`config.mk`:
```
export PLATFORM = sky130hd
export DESIGN_NAME = dff_reset
export DESIGN_NICKNAME = d
export VERILOG_FILES = /design/src/rtl/dff_reset_bit.sv /design/src/rtl/dff_reset.sv
export SDC_FILE = /design/constraint.sdc
export NUM_CORES = 1
export LEC_CHECK = 0
export ABC_AREA = 1
export CAP_MARGIN = 10
export CORE_AREA = 2 2 39 41
export DETAILED_ROUTE_END_ITERATION = 6
export DIE_AREA = 0 0 41 43
export DONT_BUFFER_PORTS = 1
export GPL_ROUTABILITY_DRIVEN = 0
export SLEW_MARGIN = 5
export SYNTH_ARGS = -nofsm -noshare
export SYNTH_HDL_FRONTEND = slang
export SYNTH_SLANG_ARGS = --single-unit
```
`constraint.sdc`:
```
create_clock -name clk -period 1.13 [get_ports clk]
set_input_delay 0.113 -clock clk [delete_from_list [all_inputs] [get_ports clk]]
set_output_delay 0.113 -clock clk [all_outputs]
set_load 0.01 [all_outputs]
```
`src/rtl/dff_reset_bit.sv`:
```
// rtl/dff_reset_bit.sv - single-bit D flop with synchronous active-low reset and complemented output
module dff_reset_bit (
    input  logic clk,
    input  logic reset,
    input  logic rst_val,
    input  logic d,
    output logic q,
    output logic qn
);

    always_ff @(posedge clk) begin
        if (!reset) begin
            q <= rst_val;
        end else begin
            q <= d;
        end
    end

    // qn comes from the same flop so it can never be a cycle skewed from q
    assign qn = ~q;

endmodule

```
`src/rtl/dff_reset.sv`:
```
// rtl/dff_reset.sv - WIDTH-bit D register bank with synchronous active-low reset and true/complement outputs
module dff_reset #(
    parameter int                 WIDTH       = 8,
    parameter logic [WIDTH-1:0]   RESET_VALUE = {WIDTH{1'b0}}
) (
    input  logic             clk,
    input  logic             reset,
    input  logic [WIDTH-1:0] d,
    output logic [WIDTH-1:0] q,
    output logic [WIDTH-1:0] qn
);

    for (genvar i = 0; i < WIDTH; i++) begin : g_bit
        dff_reset_bit u_bit (
            .clk     (clk),
            .reset   (reset),
            .rst_val (RESET_VALUE[i]),
            .d       (d[i]),
            .q       (q[i]),
            .qn      (qn[i])
        );
    end

endmodule

```
Yosys cells after proc, flatten, opt, wreduce, memory -nomap -nowiden
Cells that the tools add are included.
- bitwise logic cells: 8
- operators by type and width (kind ; count):
    $not 1->1 ; 8
- output and inout port bits: 16
- input port bits: 10
- logic and storage cells: 16
- flip-flop bits (word level): 8

Depth between registers and ports, before layout
- depth after elaboration: 1
- depth in mapped cells: 3
- mapped depth without buffers: 2

Hierarchy
From an unflattened synthesis, not the netlist that was laid out.
- cell total of the unflattened synthesis: 49
- area, all modules: 314.1 um2
- by module, submodules not included (module ; cells an instance ; instances ; sequential area each (um2) ; area an instance (um2)):
    dff_reset_bit ; 6 ; 8 ; 20.0 ; 38.8
    dff_reset ; 1 ; 1 ; 0.0 ; 3.8

Least setup slack after synthesis
No wires, ideal clock.
- path type: register to output
- from: register g_bit[0].u_bit.q
- to: output qn[0]
- path buffers: 1
- cell stages (with the launch flop): 3
- setup slack: 555 ps
- required time: 1017 ps
- arrival time: 462 ps
- cell sequence: dfxtp_1 -> inv_1 -> buf_4
- longest elaborated chain between the ends: 1
- ends and longest elaborated chain (item ; RTL line ; text):
    start: declaration ; dff_reset_bit.sv:7 ; output logic q,
    start signal: assignment ; dff_reset_bit.sv:13 ; q <= rst_val;
    $not 1->1 ; dff_reset_bit.sv:20 ; assign qn = ~q;
    end: declaration ; dff_reset.sv:10 ; output logic [WIDTH-1:0] qn
Every way passes these cells.

Worst setup path after layout
- from: register g_bit[7].u_bit.q
- to: output qn[7]
- longest elaborated chain between the ends: 1
- ends and longest elaborated chain (item ; RTL line):
    start: declaration ; dff_reset_bit.sv:7
    start signal: assignment ; dff_reset_bit.sv:13
    $not 1->1 ; dff_reset_bit.sv:20
Every way passes these cells.

==> run summary <==
status = finished, final reports clean
final worst-path cycle share = 73.9%
max FFs per register = 8
H-Tree Depth = 1
Hold Path Class = in2reg
setup TNS = 0 ps
Post-Syn Area = 375 um^2
CP arrival = 720 ps
Total Wirelength = 489 um
die width = 41 um
clk sinks = 8
final cell count without fillers = 60
Synth Instances = 49
gr usage total = 6.55%
post-route ant nets = 0
Cells after DPL = 48
GRT busiest layer = met4
Seq/Total Area, Yosys = 42.7%
initial core utilization = 27.1%
layout cells sized above 1 = 6.82%
CTS Buffer Depth = 2
Fill cells = 153
Crit. End Element = output port
PortBufs = 0
count of final max-slew check failures = 0
vias per cell = 3.37
Setup Viol. Count Final = 0
die height = 43 um
warnings from Yosys = 0
#FFs+latches synth = 8
Area growth syn-to-layout = 2.00%
diodes inserted = 0
Syn Area/Cell = 7.66 um^2
top flop regs = g_bit.u_bit.q x8
Top Ports = 26
crit path max fanout = 2
CP top delay family = flip-flops
Post-Place Cell Area = 270 um^2
first drt pass iteration count = 2
slowest stage cell on the critical path = dfxtp_1
maximum clock frequency = 1200 MHz
Floorplan Core Area = 0.00138 mm^2
Inserted Clock Buffers = 3
DRC Markers = 0
Final Hold Vio Count = 0
initial antenna violation count = 0
Critical Path Source Type = register
CP Data Required Time = 1020 ps
ordered cell list for the critical path = inv_1
Max transition margin = 81.7%
DR vias = 202
RSZ-0062 raised after global routing = no
Lkg Pwr = 0.000220 uW
Post-DP HPWL = 362 um
Worst Tran Pin Value = 273 ps
grt met2 use = 8.44%
Unique masters post-synth = 5
Detailed Route Iter0 Violations = 2
CTS tree = yes
maxcap violations = 0
M1 GR Usage = 5.21%
largest net degree at the start of global routing = 9
Worst Path Class, Setup = reg2out
VDD IR max = 0.000368 V
minimum clock period = 835 ps
WP buf/inv = 1
global-route wire length before repair = 676 um
register area = 160 um^2
syn_nets = 59
multi-input logic area = 30.0 um^2
number of global-route vias before repair = 178
Reg with most FFs = g_bit.u_bit.q
Worst-path clk slew = 50 ps
PwrDens = 1490 mW/mm^2
CTS root buffer = clkbuf_4
postcts setup bufs = 0
Finished Cell Area = 383 um^2
Nets = 56
full die area = 0.00176 mm^2
grt total ovfl = 0
max incr delay on CP = 380 ps
standard-cell row count = 14
met3 GRT Util = 3.66%
WL per Instance = 8.15 um
[cells by family (layout without fill, tap and decap cells)]
family | after synthesis | after routing | synth area share [%]
AND/OR/NAND/NOR | 8 | 8 | 8.00
buffers and inverters | 33 | 28 | 49.3
flip-flops | 8 | 8 | 42.7
[cell type report]
| cell class | count | share of cell area (%) |
|---|---|---|
| Timing Repair Buffer | 9 | 23.5 |
| Sequential cell | 8 | 41.8 |
| Tap cell | 16 | 5.23 |
| Clock buffer | 3 | 5.88 |
| Multi-Input combinational cell | 8 | 7.84 |
| Inverter | 16 | 15.7 |
[stage by stage]
step / hold WS [ps] / util [%] / setup WS (ps) / total power, uW
2_1_floorplan: 206 / - / 555 / 386
3_3_place_gp: 210 / 19.5 / 547 / 346
3_5_place_dp: 213 / 19.5 / 543 / 347
4_1_cts: 503 / 27.7 / 279 / 575
5_1_grt: 517 / 27.7 / 256 / 588
6_report: 504 / 27.7 / 295 / 570
[synthesized netlist by cell type]
cell / number / area share [%]
buf_2: 1 / 1.3
buf_4: 16 / 32
dfxtp_1: 8 / 43
inv_1: 16 / 16
nand2_1: 8 / 8.0
[cell usage in the layout, fill, tap and decap left out]
master          n
dfxtp_1         8
nand2_1         8
inv_1          16
clkbuf_4        3
dlygate4sd3_1   9
[final timing paths]
path | startpoint | to | depth (start not counted)
worst max-delay path | g_bit[7].u_bit.q$_SDFF_PN0_ | qn[7] | 1
worst min-delay path | d[3] | g_bit[3].u_bit.q$_SDFF_PN0_ | 3
[metal layers]
layer | share of wire, % | wire length, um
met1 | 42 | 204
met2 | 51 | 248
met3 | 7.4 | 36
met4 | 0 | 0
met5 | 0 | 0
[timing repair]
item / 4_1_cts / 5_1_grt
endpoints found under the hold margin: 8 / 0
hold buffers: 9 / 0
gates resized for setup: 0 / 0
[where the power goes]
part / switching [uW] / internal, uW / leakage (uW) / total (uW)
sequential: 16.3 / 298 / 0.0000667 / 315
clock: 81.6 / 120 / 0.0000138 / 202
combinational: 25.9 / 27.3 / 0.000140 / 53.1
No activity file was read; power rests on OpenSTA's default activity.
